--- src/rtl/ascon_pkg.sv ---
// Shared types, constants and helpers for the Ascon permutation core.
// The state is a packed struct so x0 lands at bits [319:256].
package ascon_pkg;

  typedef logic [63:0] ascon_word_t;

  typedef struct packed {
    ascon_word_t x0;
    ascon_word_t x1;
    ascon_word_t x2;
    ascon_word_t x3;
    ascon_word_t x4;
  } ascon_state_t;

  typedef enum logic [1:0] {
    ST_IDLE,
    ST_RUN,
    ST_DONE
  } perm_fsm_e;

  localparam logic [3:0] ROUND_MAX = 4'd12;

  localparam logic [5:0] ROT_X0_A = 6'd19;
  localparam logic [5:0] ROT_X0_B = 6'd28;
  localparam logic [5:0] ROT_X1_A = 6'd61;
  localparam logic [5:0] ROT_X1_B = 6'd39;
  localparam logic [5:0] ROT_X2_A = 6'd1;
  localparam logic [5:0] ROT_X2_B = 6'd6;
  localparam logic [5:0] ROT_X3_A = 6'd10;
  localparam logic [5:0] ROT_X3_B = 6'd17;
  localparam logic [5:0] ROT_X4_A = 6'd7;
  localparam logic [5:0] ROT_X4_B = 6'd41;

  // Round constant: high nibble counts down while the low nibble counts up.
  function automatic ascon_word_t ascon_rc(input logic [3:0] idx);
    logic [3:0] hi;
    hi = 4'hF - idx;
    return {56'h0, hi, idx};
  endfunction

  function automatic ascon_word_t rotr64(input ascon_word_t v, input logic [5:0] n);
    logic [127:0] dbl;
    dbl = {v, v} >> n;
    return dbl[63:0];
  endfunction

endpackage

--- src/rtl/ascon_round.sv ---
// One Ascon round (constant addition, bit-sliced S-box, linear diffusion).
// Purely combinational; chained UNROLL times by the core.
module ascon_round
  import ascon_pkg::*;
(
  input  ascon_state_t state_i,
  input  logic [3:0]   round_idx,
  output ascon_state_t state_o
);

  ascon_word_t x0, x1, x2, x3, x4;
  ascon_word_t t0, t1, t2, t3, t4;

  always_comb begin
    x0 = state_i.x0;
    x1 = state_i.x1;
    x2 = state_i.x2 ^ ascon_rc(round_idx);
    x3 = state_i.x3;
    x4 = state_i.x4;

    x0 = x0 ^ x4;
    x4 = x4 ^ x3;
    x2 = x2 ^ x1;

    // chi: each lane absorbs ~next & next-next, all from pre-chi values
    t0 = ~x0 & x1;
    t1 = ~x1 & x2;
    t2 = ~x2 & x3;
    t3 = ~x3 & x4;
    t4 = ~x4 & x0;
    x0 = x0 ^ t1;
    x1 = x1 ^ t2;
    x2 = x2 ^ t3;
    x3 = x3 ^ t4;
    x4 = x4 ^ t0;

    x1 = x1 ^ x0;
    x0 = x0 ^ x4;
    x3 = x3 ^ x2;
    x2 = ~x2;

    state_o.x0 = x0 ^ rotr64(x0, ROT_X0_A) ^ rotr64(x0, ROT_X0_B);
    state_o.x1 = x1 ^ rotr64(x1, ROT_X1_A) ^ rotr64(x1, ROT_X1_B);
    state_o.x2 = x2 ^ rotr64(x2, ROT_X2_A) ^ rotr64(x2, ROT_X2_B);
    state_o.x3 = x3 ^ rotr64(x3, ROT_X3_A) ^ rotr64(x3, ROT_X3_B);
    state_o.x4 = x4 ^ rotr64(x4, ROT_X4_A) ^ rotr64(x4, ROT_X4_B);
  end

endmodule

--- src/rtl/ascon_perm_core.sv ---
// Ascon permutation with 1..12 runtime rounds, UNROLL rounds per clock, valid/ready on both sides.
// ASCON_PERM_ZEROIZE_EN clears the state register when the result is handed off.
module ascon_perm_core
  import ascon_pkg::*;
#(
  parameter int UNROLL  = 1,
  parameter int STATE_W = 320
) (
  input  logic               clk,
  input  logic               rst,
  input  logic               in_valid,
  output logic               in_ready,
  input  logic [STATE_W-1:0] state_in,
  input  logic [3:0]         num_rounds,
  output logic               out_valid,
  input  logic               out_ready,
  output logic [STATE_W-1:0] state_out,
  output logic               busy
);

  if (UNROLL != 1 && UNROLL != 2) begin : g_bad_unroll
    $error("ascon_perm_core: UNROLL must be 1 or 2");
  end
  if (STATE_W != 5 * 64) begin : g_bad_state_w
    $error("ascon_perm_core: STATE_W must be 320");
  end

  perm_fsm_e    fsm_q, fsm_d;
  ascon_state_t state_q, state_d;
  logic [3:0]   round_idx_q, round_idx_d;
  logic         out_valid_q, out_valid_d;
  logic         busy_q, busy_d;

  logic [3:0]   nr_eff;
  ascon_state_t stage1_s, run_state;
  logic [3:0]   run_idx_next;

  assign nr_eff = (num_rounds == 4'd0 || num_rounds > ROUND_MAX) ? ROUND_MAX : num_rounds;

  ascon_round u_round0 (
    .state_i  (state_q),
    .round_idx(round_idx_q),
    .state_o  (stage1_s)
  );

  if (UNROLL == 2) begin : g_unroll2
    ascon_state_t stage2_s;
    logic [3:0]   idx1;
    logic         last_single;

    assign idx1 = round_idx_q + 4'd1;

    ascon_round u_round1 (
      .state_i  (stage1_s),
      .round_idx(idx1),
      .state_o  (stage2_s)
    );

    // Odd round counts finish with a single round; skip the second stage.
    assign last_single  = (round_idx_q == ROUND_MAX - 4'd1);
    assign run_state    = last_single ? stage1_s : stage2_s;
    assign run_idx_next = last_single ? ROUND_MAX : round_idx_q + 4'd2;
  end else begin : g_unroll1
    assign run_state    = stage1_s;
    assign run_idx_next = round_idx_q + 4'd1;
  end

  always_comb begin
    fsm_d       = fsm_q;
    state_d     = state_q;
    round_idx_d = round_idx_q;
    case (fsm_q)
      ST_IDLE: begin
        if (in_valid) begin
          state_d     = state_in;
          round_idx_d = ROUND_MAX - nr_eff;
          fsm_d       = ST_RUN;
        end
      end
      ST_RUN: begin
        state_d     = run_state;
        round_idx_d = run_idx_next;
        if (run_idx_next == ROUND_MAX) fsm_d = ST_DONE;
      end
      ST_DONE: begin
        if (out_ready) begin
          fsm_d = ST_IDLE;
`ifdef ASCON_PERM_ZEROIZE_EN
          state_d = '0;
`endif
        end
      end
      default: fsm_d = ST_IDLE;
    endcase
    out_valid_d = (fsm_d == ST_DONE);
    busy_d      = (fsm_d != ST_IDLE);
  end

  always_ff @(posedge clk) begin
    if (rst) begin
      fsm_q       <= ST_IDLE;
      state_q     <= '0;
      round_idx_q <= '0;
      out_valid_q <= 1'b0;
      busy_q      <= 1'b0;
    end else begin
      fsm_q       <= fsm_d;
      state_q     <= state_d;
      round_idx_q <= round_idx_d;
      out_valid_q <= out_valid_d;
      busy_q      <= busy_d;
    end
  end

  assign in_ready  = (fsm_q == ST_IDLE) && !rst;
  assign out_valid = out_valid_q;
  assign busy      = busy_q;
  assign state_out = state_q;

endmodule

--- config.mk ---
export PLATFORM = sky130hd
export DESIGN_NAME = ascon_perm_core
export DESIGN_NICKNAME = d
export VERILOG_FILES = /design/src/rtl/ascon_pkg.sv /design/src/rtl/ascon_round.sv /design/src/rtl/ascon_perm_core.sv
export SDC_FILE = /design/constraint.sdc
export NUM_CORES = 2
export LEC_CHECK = 0
export BUFFER_PORTS_ARGS = -buffer_cell sky130_fd_sc_hd__buf_2
export CAP_MARGIN = 20
export CORE_MARGIN = 5
export CORE_UTILIZATION = 34
export CTS_CLUSTER_DIAMETER = 120
export DETAILED_ROUTE_END_ITERATION = 16
export PLACE_DENSITY = 0.59
export SETUP_SLACK_MARGIN = 0.2
export SLEW_MARGIN = 20
export SYNTH_ARGS = -nofsm -noshare
export SYNTH_HDL_FRONTEND = slang
export SYNTH_SLANG_ARGS = --single-unit
export TNS_END_PERCENT = 20
--- constraint.sdc ---
create_clock -name clk -period 3.1 [get_ports clk]
set_clock_uncertainty 0.15 [all_clocks]
set_input_delay 0 -clock clk [delete_from_list [all_inputs] [get_ports clk]]
set_output_delay 0 -clock clk [all_outputs]
set_load 0.05 [all_outputs]
After elaboration in Yosys (flattened, before gate mapping)
Cells that the tools add are included.

storage, ports and cells
  word-level logic and storage cells = 68
  input port bits = 328
  register bits after elaboration = 328
  output and inout bits = 323

cells by class
  bitwise logic cells = 33
  reductions and logical operators = 8
  magnitude comparators = 1
  multiplexer cells = 9
  equality and inequality tests = 5
  add/sub/neg operators = 3

operator list
  kind                                                                    number
  64-bit bitwise XOR                                                      21
  320-bit one-hot mux with 2 select lines                                 1
  64-bit inverter                                                         6
  64-bit bitwise AND                                                      5
  320-bit 2-to-1 mux                                                      1
  64-bit by 8-bit bitwise XOR with 64-bit output                          1
  4-bit 2-to-1 mux                                                        2
  4-bit one-hot mux with 2 select lines                                   1
  4-bit subtractor (first input constant)                                 2
  2-bit 2-to-1 mux                                                        3
  2-bit one-hot mux with 3 select lines                                   1
  4-bit by 1-bit adder with 4-bit output (second input constant)          1
  2-bit equality test (second input constant)                             2
  4-bit equality test (second input constant)                             1
  4-bit greater-than comparator (second input constant)                   1
  4-bit zero test                                                         1
  2-bit nonzero test                                                      2
  2-bit by 1-bit equality test with 1-bit output (second input constant)  1
  2-bit zero test                                                         1
  2-bit != test (second input constant)                                   1
  2-bit AND reduction                                                     1
  1-bit logical AND                                                       1
  1-bit zero test                                                         1
  1-bit logical OR                                                        1

Logic depth before layout (Yosys ltp)
  word-level depth = 10
  gate-level depth with buffers = 9
  gate-level depth less buffers = 8

Cells and area by module
A second synthesis with hierarchy kept.

second synthesis, totals
  cell total of the unflattened synthesis = 3397
  area total of the unflattened synthesis = 30750.7 um^2

modules (own cells, without submodules)
  module           area an instance (um^2)  sequential area each (um^2)  cells an instance  times used
  ascon_round      16224.3                  0.0                          1531               1
  ascon_perm_core  14526.4                  6566.3                       1866               1

Worst setup path before layout
No wires, ideal clock.

  path type = register -> register
  start = register state_q (netlist bit state_out[135])
  end = register state_q (netlist bit state_out[118])
  setup time = 128 ps
  required time = 2822 ps
  setup slack = 332 ps
  path buffers = 0
  period minus slack after synthesis = 2768 ps
  arrival time = 2490 ps
  stages on the path, launching flop included = 8
  path through = dfxtp_1 > xnor2_1 > ha_1 > xnor2_1 > xnor2_2 > xnor3_1 > a222oi_1 > nor2_1

between the ends
  cells in the longest elaborated chain, start to end = 6

ends and longest elaborated chain
  element                                         RTL line                source
  start: declaration                              ascon_perm_core.sv:29   ascon_state_t state_q, state_d;
  start signal: assignment                        ascon_perm_core.sv:108  state_q <= state_d;
  64-bit by 8-bit bitwise XOR with 64-bit output  ascon_round.sv:17       x2 = state_i.x2 ^ ascon_rc(round_idx);
  64-bit bitwise XOR                              ascon_round.sv:23       x2 = x2 ^ x1;
  64-bit bitwise XOR                              ascon_round.sv:33       x2 = x2 ^ t3;
  64-bit bitwise XOR                              ascon_round.sv:39       x3 = x3 ^ x2;
  64-bit bitwise XOR                              ascon_round.sv:45       state_o.x3 = x3 ^ rotr64(x3, ROT_X3_A) ^ rotr64(x3, ROT_X3_B);
  320-bit one-hot mux with 2 select lines         ascon_perm_core.sv:72   case (fsm_q)

No other way between the ends.
A chain may end at the register's enable or synchronous reset.

Final worst setup path
  start = register state_q (netlist bit state_out[250])
  end = register state_q (netlist bit state_out[105])

between the ends
  cells in the longest elaborated chain, start to end = 5

ends and longest elaborated chain
  element                                  RTL line
  64-bit bitwise XOR                       ascon_round.sv:23
  64-bit bitwise XOR                       ascon_round.sv:33
  64-bit bitwise XOR                       ascon_round.sv:39
  64-bit bitwise XOR                       ascon_round.sv:45
  320-bit one-hot mux with 2 select lines  ascon_perm_core.sv:72

No other way between the ends.

==> summary by stage <==
Global route
The global-route usage over all layers is between 30 and 40%. The global-route wire length before repair is between 200000 and 250000 um. The total congestion overflow after global routing is 0. The via count of the first global-routing pass was slightly above 30000. Entering global routing, the biggest net connects between 100 and 150 pins. The number of antenna violations at the first check in global routing is 4.

Finish
Of the cells placed in the final design, the portion with a size suffix greater than 1 is between 20% and 30%. The area growth from synthesis to layout is 40.3%. After the last flow step, the layout net total stands at 4869.

Setup path
The cell with the biggest individual delay on the critical path is sky130_fd_sc_hd__xnor3_1. The most critical setup path has its endpoint at state_out[105]. Grouping stages by cell kind, the critical path spends the most delay in XOR/XNOR gates. The launching element type of the critical path is a flip-flop. The count of buffer and inverter cells on the critical path is 1. The critical path is of the flip-flop to flip-flop type. The required time of the worst setup path is approximately 3.4 ns. The total stage count of the critical path is 7.

The depth of the worst register-to-register path is 7. For the worst setup path, the data arrival time is 3.25 ns. The beginning of the worst register-to-register path is state_out[250]. The first element of the critical path is state_out[250]. In this run the worst path has a maximum fanout of 5. The worst setup path is captured at a flip-flop.

In this design, the stage delay of the slowest critical-path cell is 0.52 ns. The critical path goes through inv_1, ha_1, xor2_2, xnor2_1, xnor3_1, a222oi_1, nor2_1. The endpoint identified for the worst register-to-register timing path is state_out[105]. The setup check on the worst reg-to-reg path leaves a slack of approximately 0.14 ns.

Clock tree
The TritonCTS sink count is about 330. The clock latency of the later-clocked register in the worst-skew pair is about 0.6 ns. In this run the deepest clock path goes through 3 buffers. The clock-pin slew on the worst setup and hold paths is ~0.060 ns. In this run the clock root is driven by a sky130_fd_sc_hd__clkbuf_16. The H-tree generated during clock tree synthesis spans 2 levels. TritonCTS built the clock tree. The number of buffers added by the clock tree synthesis step is 44.

Floorplan
The region available for standard cell placement spans 85000 um^2. The die covers about 91000 um^2. The number of rows in the core area is roughly 110.

The chip height is between 300 and 400 um. The floorplan step set the die width to between 300 and 400 um. The number of top-level design ports is around 650. The effective utilization at floorplan is around 34%.

Route
The aggregate routed wire length is between 150000 and 200000 um. Once detail routing completed, the nets flagged for antenna violations numbered 0. The total number of vias is 31700. The first detailed-routing pass took 10 iterations. The average wire per standard cell is roughly 32 um. After detailed routing, the number of vias per cell comes to around 5.7.

After the first detailed-routing iteration, the DRC count stood at roughly 4400. After detailed routing, the number of remaining DRC violations is 0.

STA
Setup repair after global routing could not meet its margin everywhere. The worst pin sits at a relative slew slack of 36.0%. Setup violations remaining at the end of the flow were counted as 0. The achievable frequency is around 340 MHz.

The hold violation total from the final report is 0. The final critical delay including setup and external delays is approximately 3.0 ns. For the pin with the worst max-slew slack, the measured transition is ~0.95 ns. The number of max-slew violations in the final report was 0. Summed over all failing endpoints, the final setup total negative slack is 0 ns. The post-route clock period utilization is between 90% and 100%.

Yosys
The share of async-settable or async-resettable flops after synthesis is 0%. The compound-gate portion of the synthesized area is roughly 15%. Yosys printed 0 warnings. The biggest area contributor in the post-synthesis netlist is sky130_fd_sc_hd__dfxtp_1. The flip-flop cell with the highest count after synthesis is sky130_fd_sc_hd__dfxtp_1. The share of the synthesized netlist area taken by xor and xnor gates is 38.9%. After synthesis, the largest family of logic cells by area is XOR/XNOR gates. The number of different library cells in the post-synthesis netlist is 47. Ranked by instance count, the synthesized netlist is headed by 523 x sky130_fd_sc_hd__xnor2_1, 328 x sky130_fd_sc_hd__dfxtp_1, 308 x sky130_fd_sc_hd__nor2_1, 259 x sky130_fd_sc_hd__xor2_1, 196 x sky130_fd_sc_hd__nand2_1. The simple-gate share of the synthesized area is 9.94%.

The cell count after synthesis is between 3000 and 4000. By area the synthesized netlist is led by sky130_fd_sc_hd__dfxtp_1 23%, sky130_fd_sc_hd__xnor2_1 16%, sky130_fd_sc_hd__xor2_1 7.8%, sky130_fd_sc_hd__xnor2_2 7.2%, sky130_fd_sc_hd__xnor3_1 6.9%. After synthesis the netlist holds a flip-flop and latch count of ~330.

The post-synthesis cell area is between 20000 and 30000 um^2. The sequential fraction of the synthesis area is between 20% and 30%. By instance count, the leading cell after synthesis is sky130_fd_sc_hd__xnor2_1. In this run, synthesis inferred 0 flip-flops with an integrated enable.

The net count of the mapped netlist is 3667. Summing the areas of all fa, ha and maj instances in the mapped netlist gives roughly 8% of the synthesized area. Of the post-synthesis cell area, the dominant cell type holds 22.6%. The mux cell area share after synthesis is under 10%. The average instance in the mapped netlist occupies a little over 9 um^2.

Min path
The classification of the worst-slack hold path is input pin to flip-flop.

Placement
Summed over all nets, the half-perimeter wirelength after detailed placement is approximately 150000 um. The routability congestion estimate is about 1.1. The count of buffers inserted at the top-level ports is 650.

Run
The max-capacitance violation count is 0.

Outcome
The flow ran to the end, and the final reports show no timing, DRC or antenna violations.
state kept, by name (all words and copies together), names as in the netlist:
register / count
round_idx_q: 4
fsm_q: 2
busy: 1
state_out: 320
out_valid: 1
final cells by class:
cell class / count / area [um^2]
Antenna cell: 2 / 5.00
Clock buffer: 64 / 1270
Multi-Input combinational cell: 2517 / 21200
Tap cell: 1144 / 1430
Sequential cell: 328 / 6570
Fill cell: 8223 / 44200
Clock inverter: 12 / 168
Inverter: 192 / 721
Timing Repair Buffer: 1328 / 9450
how the worst min path moves through the flow:
stage	from	cells past startpoint	to	slack, ns
final	state_in[266]	4	state_out[266]	0.05
after global routing	state_in[94]	4	state_out[94]	0.07
after CTS	state_in[295]	4	state_out[295]	0.03
after detailed placement	state_in[266]	3	state_out[266]	0.10
after global placement	state_in[295]	3	state_out[295]	0.09
after floorplan	state_in[100]	2	state_out[100]	0.0004
timing repair:
action,in CTS,in global routing
gates resized for setup,1,4
hold buffers,337,0
buffers inserted,0,3
endpoints found under the hold margin,327,0
setup endpoints to repair,7,17
pin swaps,0,2
through the flow:
stage / worst slack (ns) / instance area [um^2] / utilization, % / cells / hold WS (ns)
6_report: 0.144 / 40800 / 48.0 / 5587 / 0.0537
3_5_place_dp: 0.0434 / 35900 / 42.2 / 5169 / 0.102
3_3_place_gp: 0.113 / 35900 / 42.2 / 5169 / 0.0936
4_1_cts: 0.0938 / 40700 / 47.9 / 5582 / 0.0280
5_1_grt: 0.0682 / 40800 / 48.0 / 5585 / 0.0680
2_1_floorplan: 0.332 / 29100 / - / 3209 / 0.000436
metal layers:
| metal | GRT usage, % | vias to the layer above | wire length, um |
|---|---|---|---|
| met5 | 0 | - | 0 |
| met4 | 24.3 | 0 | 14900 |
| met3 | 9.08 | 502 | 20300 |
| met2 | 57.8 | 2171 | 77300 |
| met1 | 46.0 | 15500 | 65900 |
| li1 | - | 13500 | - |
worst min-delay path: cells and delay by family:
family / cells / cell delay [ns]
AOI/OAI and AO/OA: 1 / 0.05
and+or+nand+nor: 1 / 0.07
buffers and inverters: 2 / 0.63
cells in the final DEF (no fill, tap or decap), types with 4 or more instances in the layout:
cell                            instances
sky130_fd_sc_hd__o21ai_0              110
sky130_fd_sc_hd__xnor3_1               89
sky130_fd_sc_hd__xnor2_1              518
sky130_fd_sc_hd__dfxtp_1              328
sky130_fd_sc_hd__a222oi_1              89
sky130_fd_sc_hd__mux2i_1               31
sky130_fd_sc_hd__buf_2                649
sky130_fd_sc_hd__nor2b_1               12
sky130_fd_sc_hd__clkbuf_1              12
sky130_fd_sc_hd__maj3_1                17
sky130_fd_sc_hd__a31oi_1                4
sky130_fd_sc_hd__a22oi_1               46
sky130_fd_sc_hd__a41oi_1               70
sky130_fd_sc_hd__nand3_1               70
sky130_fd_sc_hd__or3_1                 71
sky130_fd_sc_hd__bufinv_16              4
sky130_fd_sc_hd__xor2_2                15
sky130_fd_sc_hd__a21oi_1               77
sky130_fd_sc_hd__clkinv_2               5
sky130_fd_sc_hd__nor2_1               307
sky130_fd_sc_hd__clkbuf_8               8
sky130_fd_sc_hd__buf_4                321
sky130_fd_sc_hd__inv_2                 13
sky130_fd_sc_hd__xnor2_2              133
sky130_fd_sc_hd__ha_1                 130
sky130_fd_sc_hd__buf_12                20
sky130_fd_sc_hd__dlygate4sd3_1        337
sky130_fd_sc_hd__nand2_1              195
sky130_fd_sc_hd__maj3_2                46
sky130_fd_sc_hd__xor2_1               259
sky130_fd_sc_hd__inv_1                179
sky130_fd_sc_hd__a211oi_1             142
sky130_fd_sc_hd__xor3_1                 4
sky130_fd_sc_hd__clkbuf_16             45
sky130_fd_sc_hd__o22ai_1               51
logic make-up (layout without fill, tap and decap cells):
group / Yosys count / after routing
xor gates and xnor gates: 1020 / 1020
and+or+nand+nor: 676 / 676
AOI/OAI and AO/OA: 597 / 597
buffers and inverters: 364 / 1596
DFF: 328 / 328
adders and majority gates: 193 / 193
muxes: 31 / 31
other: 0 / 2
Power is left out: the tool's default activity adds up to more than one toggle a clock period on the data nets, which glitch-free logic cannot reach.
